[config.mk]
export PLATFORM = sky130hd
export DESIGN_NAME = ram_stream_reader_flat
export DESIGN_NICKNAME = d
export VERILOG_FILES = /design/src/rtl/ram_stream_reader_pkg.sv /design/src/rtl/ram_stream_reader_if.sv /design/src/rtl/ram_stream_reader_fifo2.sv /design/src/rtl/ram_stream_reader.sv /design/src/flat_wrapper.sv
export SDC_FILE = /design/constraint.sdc
export NUM_CORES = 1
export LEC_CHECK = 0
export ABC_CLOCK_PERIOD_IN_PS = 4210
export CAP_MARGIN = 20
export CORE_ASPECT_RATIO = 1.5
export CORE_MARGIN = 3
export CORE_UTILIZATION = 35
export DETAILED_ROUTE_END_ITERATION = 8
export MAX_ROUTING_LAYER = met4
export PLACE_DENSITY_LB_ADDON = 0.08
export RECOVER_POWER = 100
export SLEW_MARGIN = 20
export SYNTH_ARGS = -nofsm -noshare
export SYNTH_HDL_FRONTEND = slang
export SYNTH_HIERARCHICAL = 1
export SYNTH_SLANG_ARGS = --single-unit
[constraint.sdc]
create_clock -name aclk -period 4.21 [get_ports aclk]
set_input_delay 0.6315 -clock aclk [delete_from_list [all_inputs] [get_ports aclk]]
set_output_delay 0.6315 -clock aclk [all_outputs]
set_load 0.005 [all_outputs]
[src/rtl/ram_stream_reader_pkg.sv]
// Shared definitions for the buffer-RAM stream reader: FSM encodings and width helpers.
package ram_stream_reader_pkg;

    typedef enum logic [1:0] {
        ST_IDLE  = 2'd0,
        ST_READ  = 2'd1,
        ST_DRAIN = 2'd2,
        ST_DONE  = 2'd3
    } state_t;

    localparam int FIFO_DEPTH = 2;

    // Bits needed to hold an occupancy count from 0 up to and including depth.
    function automatic int count_width(input int depth);
        return $clog2(depth + 1);
    endfunction

endpackage

[src/rtl/ram_stream_reader_if.sv]
// AXI-Stream style valid/ready channel carrying one data word plus an end-of-block marker.
interface ram_stream_reader_if #(
    parameter int DWIDTH = 16
) ();

    logic [DWIDTH-1:0] tdata;
    logic              tvalid;
    logic              tready;
    logic              tlast;

    modport master (
        output tdata,
        output tvalid,
        output tlast,
        input  tready
    );

    modport slave (
        input  tdata,
        input  tvalid,
        input  tlast,
        output tready
    );

endinterface

[src/rtl/ram_stream_reader_fifo2.sv]
// Two-entry registered FIFO holding read data and its tlast tag; head entry drives the stream.
module ram_stream_reader_fifo2
    import ram_stream_reader_pkg::*;
#(
    parameter int DWIDTH = 16,
    localparam int CW    = count_width(FIFO_DEPTH)
) (
    input  logic              aclk,
    input  logic              areset,
    input  logic              i_push,
    input  logic [DWIDTH-1:0] i_push_data,
    input  logic              i_push_last,
    input  logic              i_pop,
    output logic [DWIDTH-1:0] o_data,
    output logic              o_last,
    output logic              o_valid,
    output logic [CW-1:0]     o_count
);

    logic [DWIDTH-1:0] r_data [FIFO_DEPTH];
    logic [1:0]        r_last;
    logic              r_wr_ptr;
    logic              r_rd_ptr;
    logic [CW-1:0]     r_count;

    always_ff @(posedge aclk) begin
        if (areset) begin
            // NOTE: storage is reset here only because tdata must read zero after reset;
            // larger buffers should leave their array unreset and rely on the valid flag.
            r_data[0] <= '0;
            r_data[1] <= '0;
            r_last    <= '0;
            r_wr_ptr  <= 1'b0;
            r_rd_ptr  <= 1'b0;
            r_count   <= '0;
        end else begin
            if (i_push) begin
                r_data[r_wr_ptr] <= i_push_data;
                r_last[r_wr_ptr] <= i_push_last;
                r_wr_ptr         <= ~r_wr_ptr;
            end
            if (i_pop) begin
                r_rd_ptr <= ~r_rd_ptr;
            end
            case ({i_push, i_pop})
                2'b10:   r_count <= r_count + CW'(1);
                2'b01:   r_count <= r_count - CW'(1);
                default: r_count <= r_count;
            endcase
        end
    end

    assign o_data  = r_data[r_rd_ptr];
    assign o_last  = r_last[r_rd_ptr];
    assign o_valid = (r_count != '0);
    assign o_count = r_count;

endmodule

[src/rtl/ram_stream_reader.sv]
// Walks a block of buffer-RAM words forward or in reverse and turns the latency-1 read
// data into a valid/ready stream with full backpressure.
module ram_stream_reader
    import ram_stream_reader_pkg::*;
#(
    parameter int DWIDTH = 16,
    parameter int DEPTH  = 256,
    localparam int AW    = $clog2(DEPTH)
) (
    input  logic                aclk,
    input  logic                areset,
    input  logic                start,
    input  logic [AW-1:0]       base_addr,
    input  logic [AW:0]         length,
    input  logic                reverse,
    output logic                busy,
    output logic                done,
    output logic [AW-1:0]       rd_addr,
    input  logic [DWIDTH-1:0]   rd_data,
    ram_stream_reader_if.master m_axis
);

    localparam logic [AW:0] MAX_LEN = (AW + 1)'(DEPTH);
    localparam int          CW      = count_width(FIFO_DEPTH);

    state_t            r_state;
    logic              r_busy;
    logic              r_done;
    logic              r_reverse;
    logic              r_inflight;
    logic              r_inflight_last;
    logic [AW-1:0]     r_next_addr;
    logic [AW-1:0]     r_rd_addr;
    logic [AW:0]       r_remaining;

    logic [AW:0]       w_len;
    logic [AW-1:0]     w_rev_start;
    logic [CW-1:0]     w_fifo_count;
    logic [CW-1:0]     w_occ;
    logic              w_pop;
    logic              w_issue;
    logic              w_last_issue;
    logic              w_fifo_valid;
    logic              w_fifo_last;
    logic [DWIDTH-1:0] w_fifo_data;

    assign w_len       = (length > MAX_LEN) ? MAX_LEN : length;
    assign w_rev_start = base_addr + w_len[AW-1:0] - AW'(1);

    // Occupancy counts the read whose data lands this cycle, so a full slot is reusable
    // only when the head beat leaves in the same cycle.
    assign w_pop        = w_fifo_valid & m_axis.tready;
    assign w_occ        = w_fifo_count + CW'(r_inflight);
    assign w_issue      = (r_state == ST_READ) && (r_remaining != '0) &&
                          ((w_occ < CW'(FIFO_DEPTH)) || ((w_occ == CW'(FIFO_DEPTH)) && w_pop));
    assign w_last_issue = w_issue && (r_remaining == (AW + 1)'(1));

    // The address is presented in the cycle the read is issued so the RAM latency is hidden.
    assign rd_addr = w_issue ? r_next_addr : r_rd_addr;

    always_ff @(posedge aclk) begin
        if (areset) begin
            r_state         <= ST_IDLE;
            r_busy          <= 1'b0;
            r_done          <= 1'b0;
            r_reverse       <= 1'b0;
            r_inflight      <= 1'b0;
            r_inflight_last <= 1'b0;
            r_next_addr     <= '0;
            r_rd_addr       <= '0;
            r_remaining     <= '0;
        end else begin
            r_inflight      <= w_issue;
            r_inflight_last <= w_last_issue;
            case (r_state)
                ST_IDLE: begin
                    r_done <= 1'b0;
                    if (start) begin
                        if (w_len == '0) begin
                            r_state <= ST_DONE;
                            r_done  <= 1'b1;
                        end else begin
                            r_state     <= ST_READ;
                            r_busy      <= 1'b1;
                            r_reverse   <= reverse;
                            r_remaining <= w_len;
                            r_next_addr <= reverse ? w_rev_start : base_addr;
                        end
                    end
                end
                ST_READ: begin
                    if (w_issue) begin
                        r_rd_addr   <= r_next_addr;
                        r_next_addr <= r_reverse ? (r_next_addr - AW'(1)) : (r_next_addr + AW'(1));
                        r_remaining <= r_remaining - (AW + 1)'(1);
                        if (w_last_issue) begin
                            r_state <= ST_DRAIN;
                        end
                    end
                end
                ST_DRAIN: begin
                    if (w_pop && w_fifo_last) begin
                        r_state <= ST_DONE;
                        r_busy  <= 1'b0;
                        r_done  <= 1'b1;
                    end
                end
                ST_DONE: begin
                    r_state <= ST_IDLE;
                    r_done  <= 1'b0;
                end
                default: begin
                    r_state <= ST_IDLE;
                end
            endcase
        end
    end

    ram_stream_reader_fifo2 #(
        .DWIDTH (DWIDTH)
    ) u_fifo (
        .aclk        (aclk),
        .areset      (areset),
        .i_push      (r_inflight),
        .i_push_data (rd_data),
        .i_push_last (r_inflight_last),
        .i_pop       (w_pop),
        .o_data      (w_fifo_data),
        .o_last      (w_fifo_last),
        .o_valid     (w_fifo_valid),
        .o_count     (w_fifo_count)
    );

    assign busy          = r_busy;
    assign done          = r_done;
    assign m_axis.tdata  = w_fifo_data;
    assign m_axis.tvalid = w_fifo_valid;
    assign m_axis.tlast  = w_fifo_last;

endmodule
[src/flat_wrapper.sv]
// flat-port wrapper written by rule: the top's interface ports become plain ports
module ram_stream_reader_flat import ram_stream_reader_pkg::*;
#(
    parameter int DWIDTH = 16,
    parameter int DEPTH  = 256,
    localparam int AW    = $clog2(DEPTH)
)
  (aclk, areset, start, base_addr, length, reverse, busy, done, rd_addr, rd_data, m_axis_tdata, m_axis_tvalid, m_axis_tlast, m_axis_tready);
  ram_stream_reader_if #(.DWIDTH(DWIDTH)) m_axis_i ();
  input  logic aclk;
  input  logic areset;
  input  logic start;
  input  logic [AW-1:0] base_addr;
  input  logic [AW:0] length;
  input  logic reverse;
  output logic busy;
  output logic done;
  output logic [AW-1:0] rd_addr;
  input  logic [DWIDTH-1:0] rd_data;
  output wire logic [$bits(m_axis_i.tdata)-1:0] m_axis_tdata;
  output wire logic [$bits(m_axis_i.tvalid)-1:0] m_axis_tvalid;
  output wire logic [$bits(m_axis_i.tlast)-1:0] m_axis_tlast;
  input wire logic [$bits(m_axis_i.tready)-1:0] m_axis_tready;
  assign m_axis_tdata = m_axis_i.tdata;
  assign m_axis_tvalid = m_axis_i.tvalid;
  assign m_axis_tlast = m_axis_i.tlast;
  assign m_axis_i.tready = m_axis_tready;
  ram_stream_reader #(.DWIDTH(DWIDTH), .DEPTH(DEPTH)) u_core (.aclk(aclk), .areset(areset), .start(start), .base_addr(base_addr), .length(length), .reverse(reverse), .busy(busy), .done(done), .rd_addr(rd_addr), .rd_data(rd_data), .m_axis(m_axis_i));
endmodule
# After elaboration in Yosys (flattened, before gate mapping)
# Memory sizes are Yosys's and may differ from the RTL's. A register that Yosys moved wholly into a read port is not among the register bits.
# Index checks and enable logic that the tools add are counted.
# op_classes
n_reduce_logical,21
addsub,8
bitwise,4
eq_ne,12
n_mux,42
magnitude_cmp,5
# op_table
cell,n
two-way mux 8 bit,6
two-way mux 9 bit,4
two-way mux 1 bit,18
case mux 9 bit (2 select lines),1
two-way mux 16 bit,1
case mux 8 bit (2 select lines),1
OR reduction 16 bit,1
"subtractor 8 x 1 -> 8 bit, second input constant",2
AND reduction 4 bit,3
two-way mux 2 bit,5
"equality test 9 x 1 -> 1 bit, second input constant",1
"greater-than comparator 9 bit, second input constant",1
zero test 9 bit,1
nonzero test 9 bit,1
"subtractor 9 x 1 -> 9 bit, second input constant",1
"adder 8 x 1 -> 8 bit, second input constant",1
adder 8 bit,1
"equality test 2 bit, second input constant",4
case mux 2 bit (4 select lines),1
nonzero test 2 bit,4
logical AND 1 bit,6
"inequality test 2 x 1 -> 1 bit, second input constant",3
"equality test 2 x 1 -> 1 bit, second input constant",2
"less-than comparator 1 x 2 -> 1 bit, second input constant",2
18 further kinds,21
# word_totals
out_inout_bits,28
mem_bits_rw,32
ff_bits,38
word_cells,106
n_memories,1
in_bits,38
# mem_list
name,depth,width,rd,rd_ports_with_merged_regs,wr,line,source
u_core.u_fifo.r_data,2,16,1,1,2,ram_stream_reader_fifo2.sv:20,logic [DWIDTH-1:0] r_data [FIFO_DEPTH];

# Logic depth before layout (Yosys ltp)
# Gate-level depths: netlist of the first run.
# depth
ltp_word,9
depth_mapped,11

# By module
# The synthesis of the first run kept the hierarchy.
# modules_own_cells
mod,cells_each,instances,area_each_um2
ram_stream_reader,322,1,2618.8
ram_stream_reader_fifo2,134,1,1680.4

# Worst setup path before layout of the first run
# OpenSTA, ideal clock, no wires.
# synth_timing
path_kind,input-to-reg
start,in length[8]
end,reg u_core.r_next_addr[7]
path_buffers,1
stages,11
t_arrival_ns,2.810
slack_ns,1.264
required_time_ns,4.074
cell_sequence,buf_2 > nand2b_1 > ha_1 > inv_1 > ha_1 > fa_1 > a21o_1 > a221o_1 > nor4bb_1 > nor4_1 > a311oi_1
# synth_between
elab_chain_cells,8
elab_cells_between_ends,11
classes_between,2 x add/sub; 1 x order compare; 1 x eq/ne; 5 x mux; 2 x reduce/logical
# synth_rtl
item,line,source
start: declaration,flat_wrapper.sv:14,input logic [AW:0] length;
greater-than comparator 9 bit,ram_stream_reader.sv:47,assign w_len = (length > MAX_LEN) ? MAX_LEN : length;
two-way mux 9 bit *,ram_stream_reader.sv:47,
adder 8 bit,ram_stream_reader.sv:48,assign w_rev_start = base_addr + w_len[AW-1:0] - AW'(1);
subtractor 8 x 1 -> 8 bit,ram_stream_reader.sv:48,
two-way mux 8 bit,ram_stream_reader.sv:87,r_next_addr <= reverse ? w_rev_start : base_addr;
two-way mux 8 bit,ram_stream_reader.sv:79,if (w_len == '0) begin
two-way mux 8 bit,ram_stream_reader.sv:78,if (start) begin
case mux 8 bit (2 select lines),ram_stream_reader.sv:75,case (r_state)
end signal: assignment,ram_stream_reader.sv:87,
end signal: assignment,ram_stream_reader.sv:94,r_next_addr <= r_reverse ? (r_next_addr - AW'(1)) : (r_next_addr + AW'(1));
end: declaration,ram_stream_reader.sv:32,logic [AW-1:0] r_next_addr;
# Every way passes the cells marked *; elsewhere a longest branch is shown, timed or not. The select of a mux whose other input is x is not followed.
# A chain may end at the register's enable or synchronous reset.

# Worst setup path after layout of the first run
# layout_timing
start,reg u_core.r_remaining[1]
end,out rd_addr[3]
# layout_between
elab_chain_cells,4
# layout_rtl
item,line,source
start: declaration,ram_stream_reader.sv:34,logic [AW:0] r_remaining;
start signal: assignment,ram_stream_reader.sv:86,r_remaining <= w_len;
start signal: assignment,ram_stream_reader.sv:95,r_remaining <= r_remaining - (AW + 1)'(1);
nonzero test 9 bit,ram_stream_reader.sv:54,assign w_issue = (r_state == ST_READ) && (r_remaining != '0) &&
logical AND 1 bit (2 in series),ram_stream_reader.sv:54,
two-way mux 8 bit,ram_stream_reader.sv:59,assign rd_addr = w_issue ? r_next_addr : r_rd_addr;
end: declaration,flat_wrapper.sv:18,output logic [AW-1:0] rd_addr;
# No other way between the ends.

==> key figures, run 1 <==
Floorplan
  • Number of core rows: 49
  • Full die area: 13680 um^2
  • Number of top-level design ports: 66
  • Die Span Y: between 100 and 150 um
  • Total core area: 12020 um^2
  • Die extent in x: between 90 and 100 um
  • Initial standard-cell utilization of the core: 35.78%

Setup path
  • CP Max Fanout: 10
  • Critical Path RT: between 3 and 4 ns
  • Endpoint kind of the worst setup timing path: primary output
  • Biggest cell delay along the critical path: about 0.53 ns
  • Arrival time at the worst endpoint: roughly 3.0 ns
  • Element type at the critical path start: register
  • Class of the most critical setup path: reg -> out
  • List of cells traversed by the critical path: inv_1 -> ha_1 -> nor3b_2 -> a32oi_4 -> nand2_1 -> mux2_1 -> clkdlybuf4s50_1
  • Slowest library cell on the worst path: sky130_fd_sc_hd__nor3b_2
  • Top cell family by delay on the critical path: simple AND/OR/NAND/NOR gates
  • Count of buffering cells on the critical path with inverters included: 2

Synthesis
  • Per-instance average area after synthesis: roughly 9.4 um^2
  • Number of distinct library cell variants in the gate-level netlist after synthesis: between 60 and 70
  • Share of the synthesized area in the top cell type: between 20% and 30%
  • Post-synth top flop: sky130_fd_sc_hd__dfxtp_1
  • Top area cells in the synthesized netlist: sky130_fd_sc_hd__edfxtp_1 (22%), sky130_fd_sc_hd__dfxtp_1 (18%), sky130_fd_sc_hd__ha_1 (7.6%), sky130_fd_sc_hd__mux2_2 (6.0%), sky130_fd_sc_hd__nor2_1 (5.6%)
  • Synth async-reset ratio: 0%
  • Post-synth EDFFs: 32
  • Count of warnings emitted by yosys: 6
  • Instance count of the mapped netlist: 456
  • Net count of the mapped netlist: about 520
  • Cell area after synthesis: 4299 um^2
  • Number of flip-flops and latches in the synthesized netlist: between 70 and 80
  • Sequential element share of the synthesized area: between 40% and 50%
  • Biggest area consumer among synthesized cells: sky130_fd_sc_hd__edfxtp_1

Layout
  • Layout overhead on the synthesized area: 23.40%
  • Share of post-route cells with drive strength above 1: 8.654%
  • Final design instance area without fill: between 5000 and 6000 um^2
  • # diodes: 0
  • Layout Cells excl Fill: around 670
  • Final nets: 581

Power
  • Leakage power figure: just over 2 nW
  • VDD IR max: roughly 0.22 mV
  • Power, Total: between 2 and 3 mW
  • Cell area power density: 558.5 nW/um^2

Place
  • Placed standard-cell area: 5034 um^2
  • Sum of net half-perimeters after detailed placement: 7.411 mm
  • Count of buffers inserted at the top-level ports: 65
  • Placed cells: roughly 660
  • Final weighted congestion of routability-driven global placement: ~0.84

STA
  • Minimum hold slack: about 0.47 ns
  • Skew final: 0.008194 ns
  • Final hold violations: 0
  • Maximum frequency from static timing analysis: approximately 270 MHz
  • Final total negative setup slack: 0 ns
  • Tmin final: 3.676 ns
  • Number of slew-limit violations in the final report: 57
  • Slew of the pin with the lowest slew margin: approximately 2.5 ns
  • Unrepaired setup endpoints after global routing: false
  • Number of endpoints failing setup at the final stage: 0
  • Worst slew margin relative to its limit: -69.32%
  • Final cycle utilization of the critical path: 87.33%

Clocking
  • Cts-stage hold buffer count: 0
  • Inserted Clock Buffers: 9
  • Post-CTS resize count: 0
  • CTS Buffer Depth: 2
  • Root buffer cell: sky130_fd_sc_hd__clkbuf_16
  • Clk sinks: 71
  • Postcts setup bufs: 0
  • Clock slew at reported path FFs: ~0.060 ns
  • Clock insertion delay at the later pin of the skew report: roughly 0.33 ns
  • TritonCTS clock tree: yes
  • CTS HTree Levels: 3

Global routing
  • GRT Residual Overflow: 0
  • Initial antenna violation count: 0
  • Global-route wire length before repair: 16.74 mm
  • Global router's overall resource usage: approximately 16%
  • Number of global-route vias before repair: approximately 3500
  • Largest net degree at the start of global routing: 57

Drt
  • Count of antenna-violating nets left after detailed routing: 0
  • Vias: 3491
  • Post-detailed-route DRC marker count: 0
  • Routed wire length: between 10 and 15 mm
  • 1st-pass router iterations: 4
  • Number of DRC markers after the initial detailed-route iteration: 140
  • Routed vias/inst: 5.187
  • Routed WL per cell: between 15 and 20 um

Flow run
  • Max Cap Violations: 1

Run status
  • Outcome: complete, but fails checks
  • Failing checks: max-capacitance violations, max-slew violations

Min path
  • Class of the most critical hold timing path: reg -> reg
-- worst min-delay path: cells and delay by family, from the launching register on --
kind,cells,cell delay (ns)
compound gates,1,0.05
flops,1,0.31
simple gates,1,0.06
-- metrics by stage --
| stage | setup WS [ns] | util, % |
|---|---|---|
| after floorplan | 1.264 | - |
| after global placement | 0.6912 | 41.89 |
| after detailed placement | 0.6350 | 41.89 |
| after CTS | 0.8034 | 44.30 |
| after global routing | 0.3488 | 44.15 |
| final | 0.5335 | 44.15 |
-- metal layers --
layer / global-route usage (%) / vias to the layer above / routed length (um)
met5: - / - / 0
met4: 6.430 / 0 / 245
met3: 2.971 / 17 / 521
met2: 28.82 / 94 / 5344
met1: 17.53 / 1637 / 4300
li1: - / 1743 / -
-- placed cells by master, fill, tap and decap left out, types with 3 or more instances in the layout --
cell / count
sky130_fd_sc_hd__a21o_1: 3
sky130_fd_sc_hd__dfxtp_1: 39
sky130_fd_sc_hd__mux2_1: 5
sky130_fd_sc_hd__o211ai_1: 5
sky130_fd_sc_hd__clkbuf_16: 9
sky130_fd_sc_hd__mux2i_1: 4
sky130_fd_sc_hd__nand2_1: 28
sky130_fd_sc_hd__nor2_1: 64
sky130_fd_sc_hd__mux2_2: 18
sky130_fd_sc_hd__a31oi_1: 5
sky130_fd_sc_hd__nor3_1: 8
sky130_fd_sc_hd__a311oi_1: 5
sky130_fd_sc_hd__xnor2_1: 6
sky130_fd_sc_hd__nand2b_1: 30
sky130_fd_sc_hd__a21oi_1: 22
sky130_fd_sc_hd__a211oi_1: 7
sky130_fd_sc_hd__or3_1: 6
sky130_fd_sc_hd__nand3_1: 9
sky130_fd_sc_hd__clkbuf_1: 3
sky130_fd_sc_hd__dlygate4sd3_1: 21
sky130_fd_sc_hd__edfxtp_1: 32
sky130_fd_sc_hd__ha_1: 26
sky130_fd_sc_hd__clkdlybuf4s50_1: 43
sky130_fd_sc_hd__nand3b_1: 3
sky130_fd_sc_hd__o21ai_0: 18
sky130_fd_sc_hd__and3_1: 4
sky130_fd_sc_hd__nor3b_1: 3
sky130_fd_sc_hd__nor2b_1: 9
sky130_fd_sc_hd__inv_1: 32
sky130_fd_sc_hd__xor2_1: 4
-- registers in the layout (all words and copies together), names as in the netlist, named ones only --
register	cells
u_core/u_fifo/r_last	2
u_core/u_fifo/r_rd_ptr	1
u_core/done	1
u_core/r_rd_addr	8
u_core/r_remaining	9
u_core/busy	1
u_core/u_fifo/r_data	32
u_core/r_next_addr	8
u_core/u_fifo/o_count	2
u_core/r_state	2
u_core/r_inflight_last	1
u_core/u_fifo/r_wr_ptr	1
u_core/r_reverse	1
u_core/r_inflight	1
-- synthesized netlist by cell type (all sizes together) (4+ instances only) --
library cell,count
ha,26
or3,6
edfxtp,32
inv,32
xnor2,6
nor2,66
a31oi,6
and3,4
o211ai,5
a21oi,22
nor3,9
clkbuf,10
a311oi,5
buf,9
a211oi,7
xor2,4
mux2,23
dfxtp,39
nand2,28
nor3b,4
o21ai,19
nand3,9
nor2b,9
nand2b,30
mux2i,4
-- logic make-up (layout without fill, tap and decap cells) --
logic type	after synthesis	count (layout)	share of synthesized area, %
AOI/OAI and AO/OA	88	88	14.81
xor gates and xnor gates	10	10	2.037
adders and majority gates	28	28	8.498
buffers and inverters	51	115	5.530
DFF	71	71	40.51
muxes	27	27	6.956
and+or+nand+nor	181	181	21.65
-- where the power goes --
| group | leakage, nW | total, mW | switching [mW] | internal [mW] |
|---|---|---|---|---|
| combinational | 1.27 | 1.25 | 0.686 | 0.561 |
| clock | 0.144 | 0.734 | 0.278 | 0.456 |
| sequential | 0.650 | 0.982 | 0.114 | 0.867 |
-- area by class of cell --
| cell class | count | area [um^2] |
|---|---|---|
| multi-input combinational | 334 | 2306 |
| clock inverter | 6 | 61.31 |
| clock buffer | 10 | 229.0 |
| timing repair buffer | 67 | 655.6 |
| sequential | 71 | 1742 |
| tap | 153 | 191.4 |
| inverter | 32 | 120.1 |
| fill | 1208 | 6711 |
-- worst paths after layout --
| kind | endpoint | depth (start not counted) | start | slack (ns) |
|---|---|---|---|---|
| min | u_core/u_fifo/r_last[1]$_SDFFE_PP0P_ | 2 | u_core/u_fifo/r_last[1]$_SDFFE_PP0P_ | 0.47 |
| min reg2reg | u_core/u_fifo/r_last[1]$_SDFFE_PP0P_ | 2 | u_core/u_fifo/r_last[1]$_SDFFE_PP0P_ | 0.47 |
| max | rd_addr[3] | 7 | u_core/r_remaining[1]$_SDFFE_PP0P_ | 0.53 |
| max reg2reg | u_core/r_rd_addr[3]$_SDFFE_PP0P_ | 7 | u_core/r_remaining[1]$_SDFFE_PP0P_ | 1.61 |
Note: power is estimated with default switching activity, not from simulation.
==> run 2, diff against run 1 <==
--- a/config.mk
+++ b/config.mk
@@ -11,7 +11,6 @@
 export CORE_MARGIN = 3
 export CORE_UTILIZATION = 35
 export DETAILED_ROUTE_END_ITERATION = 8
-export MAX_ROUTING_LAYER = met4
 export PLACE_DENSITY_LB_ADDON = 0.08
 export RECOVER_POWER = 100
 export SLEW_MARGIN = 20
==> key figures, run 2 (synthesis gave the netlist of run 1 again) <==
Setup path
  • Endpoint kind of the worst setup timing path: primary output
  • Arrival time at the worst endpoint: between 3 and 4 ns
  • List of cells traversed by the critical path: inv_1 -> ha_1 -> nor3b_2 -> a32oi_4 -> nand2_1 -> mux2_1 -> clkdlybuf4s50_1
  • Slowest library cell on the worst path: sky130_fd_sc_hd__nor3b_2
  • Critical Path RT: around 3.6 ns
  • Count of buffering cells on the critical path with inverters included: 2
  • Element type at the critical path start: register
  • Top cell family by delay on the critical path: simple AND/OR/NAND/NOR gates
  • Class of the most critical setup path: reg -> out
  • Biggest cell delay along the critical path: 0.53 ns
  • CP Max Fanout: 10

Layout
  • Layout overhead on the synthesized area: 23.40%
  • Share of post-route cells with drive strength above 1: 8.654%
  • Sequential cell area: roughly 1700 um^2
  • Flip-flop count of the largest register after layout: 32
  • Commonest cells after routing, fill and taps aside: sky130_fd_sc_hd__nor2_1 (64), sky130_fd_sc_hd__clkdlybuf4s50_1 (43), sky130_fd_sc_hd__dfxtp_1 (39)
  • Final core occ: 44.15%
  • # diodes: 0
  • Commonest non-fill, non-tap cell in the layout: sky130_fd_sc_hd__nor2_1
  • Fillers: 1208
  • Register bank with the most flops: u_core/u_fifo/r_data
  • Biggest regs: u_core/u_fifo/r_data x32, u_core/r_remaining x9
  • Area taken by multi-input logic gates: roughly 2300 um^2
  • Final design instance area without fill: between 5000 and 6000 um^2
  • Layout Cells excl Fill: around 670
  • Final nets: 581

Drt
  • Count of antenna-violating nets left after detailed routing: 0
  • Routed WL per cell: ~15 um
  • Routed wire length: just over 10 mm
  • Vias: approximately 3500
  • Post-detailed-route DRC marker count: 0
  • Number of DRC markers after the initial detailed-route iteration: around 120
  • 1st-pass router iterations: 4
  • Routed vias/inst: just over 5

Place
  • Count of buffers inserted at the top-level ports: between 60 and 70
  • Sum of net half-perimeters after detailed placement: approximately 7.4 mm
  • Placed standard-cell area: 5034 um^2
  • Placed cells: roughly 660
  • Final weighted congestion of routability-driven global placement: just over 0.8
  • Worst-case setup slack after placement: 0.6350 ns

STA
  • Worst slew margin relative to its limit: -65.11%
  • Final total negative setup slack: 0 ns
  • Number of endpoints failing setup at the final stage: 0
  • Final cycle utilization of the critical path: 87.05%
  • Skew final: 0.009198 ns
  • Minimum hold slack: roughly 0.47 ns
  • Slew of the pin with the lowest slew margin: 2.477 ns
  • Tmin final: approximately 3.7 ns
  • Unrepaired setup endpoints after global routing: false
  • Maximum frequency from static timing analysis: 272.9 MHz
  • Number of slew-limit violations in the final report: 57
  • PnR worst setup slack: 0.5450 ns
  • Final hold violations: 0

Clocking
  • Inserted Clock Buffers: 9
  • Post-CTS resize count: 0
  • Root buffer cell: sky130_fd_sc_hd__clkbuf_16
  • Postcts setup bufs: 0
  • Clk sinks: 71
  • Cts-stage hold buffer count: 0
  • Clock slew at reported path FFs: ~0.06 ns
  • Clock insertion delay at the later pin of the skew report: about 0.33 ns
  • TritonCTS clock tree: yes
  • CTS Buffer Depth: 2
  • CTS HTree Levels: 3

Power
  • Cell area power density: roughly 560 nW/um^2
  • VDD IR max: 0.2146 mV
  • Power, Total: around 3.0 mW
  • Leakage power figure: between 2 and 2.5 nW

Global routing
  • GRT Residual Overflow: 0
  • Number of global-route vias before repair: around 3500
  • Global router's overall resource usage: about 16%
  • Largest net degree at the start of global routing: 57
  • Global-route wire length before repair: ~17 mm
  • Initial antenna violation count: 0

Floorplan
  • Number of top-level design ports: 66
  • Full die area: 13680 um^2
  • Die extent in x: roughly 96 um
  • Total core area: roughly 12000 um^2
  • Die Span Y: between 100 and 150 um
  • Number of core rows: 49
  • Initial standard-cell utilization of the core: around 36%

Run status
  • Failing checks: max-capacitance violations, max-slew violations
  • Outcome: complete, but fails checks

Min path
  • Class of the most critical hold timing path: reg -> reg

Flow run
  • Max Cap Violations: 1
run 2: cell counts in the layout (fill, tap and decap cells not counted):
No cell type changed its count.
run 2: path summary, 6_finish.rpt:
| path | startpoint | end | slack [ns] | cells after the start |
|---|---|---|---|---|
| worst max-delay path | u_core/r_remaining[1]$_SDFFE_PP0P_ | rd_addr[3] | 0.55 | 7 |
| worst max register to register | u_core/r_remaining[1]$_SDFFE_PP0P_ | u_core/r_rd_addr[3]$_SDFFE_PP0P_ | 1.63 | 7 |
| worst min-delay path | u_core/u_fifo/r_last[1]$_SDFFE_PP0P_ | u_core/u_fifo/r_last[1]$_SDFFE_PP0P_ | 0.47 | 2 |
| worst min register to register | u_core/u_fifo/r_last[1]$_SDFFE_PP0P_ | u_core/u_fifo/r_last[1]$_SDFFE_PP0P_ | 0.47 | 2 |
run 2: per-layer routing:
layer | vias to the layer above | global-route usage, % | part of all wire [%]
li1 | 1742 | - | -
met2 | 101 | 28.86 | 51
met3 | 16 | 3.024 | 5.1
met4 | 0 | 6.430 | 2.4
met1 | 1634 | 17.47 | 42
met5 | - | 0 | 0
run 2: layout make-up:
cell class                 count  share of cell area, %
tap                          153                  3.608
sequential                    71                  32.83
timing repair buffer          67                  12.36
clock inverter                 6                  1.156
multi-input combinational    334                  43.47
inverter                      32                  2.264
clock buffer                  10                  4.316
run 2: worst min-delay path: cells and delay by family, from the launching register on:
family           cells  cell delay [ns]
AO/OA/AOI/OAI        1             0.05
flip-flops           1             0.31
AND/OR/NAND/NOR      1             0.06
run 2: power breakdown:
group / internal [mW] / total [mW] / switching [mW]
Sequential: 0.867 / 0.982 / 0.115
Clock: 0.456 / 0.736 / 0.280
Combinational: 0.561 / 1.25 / 0.685
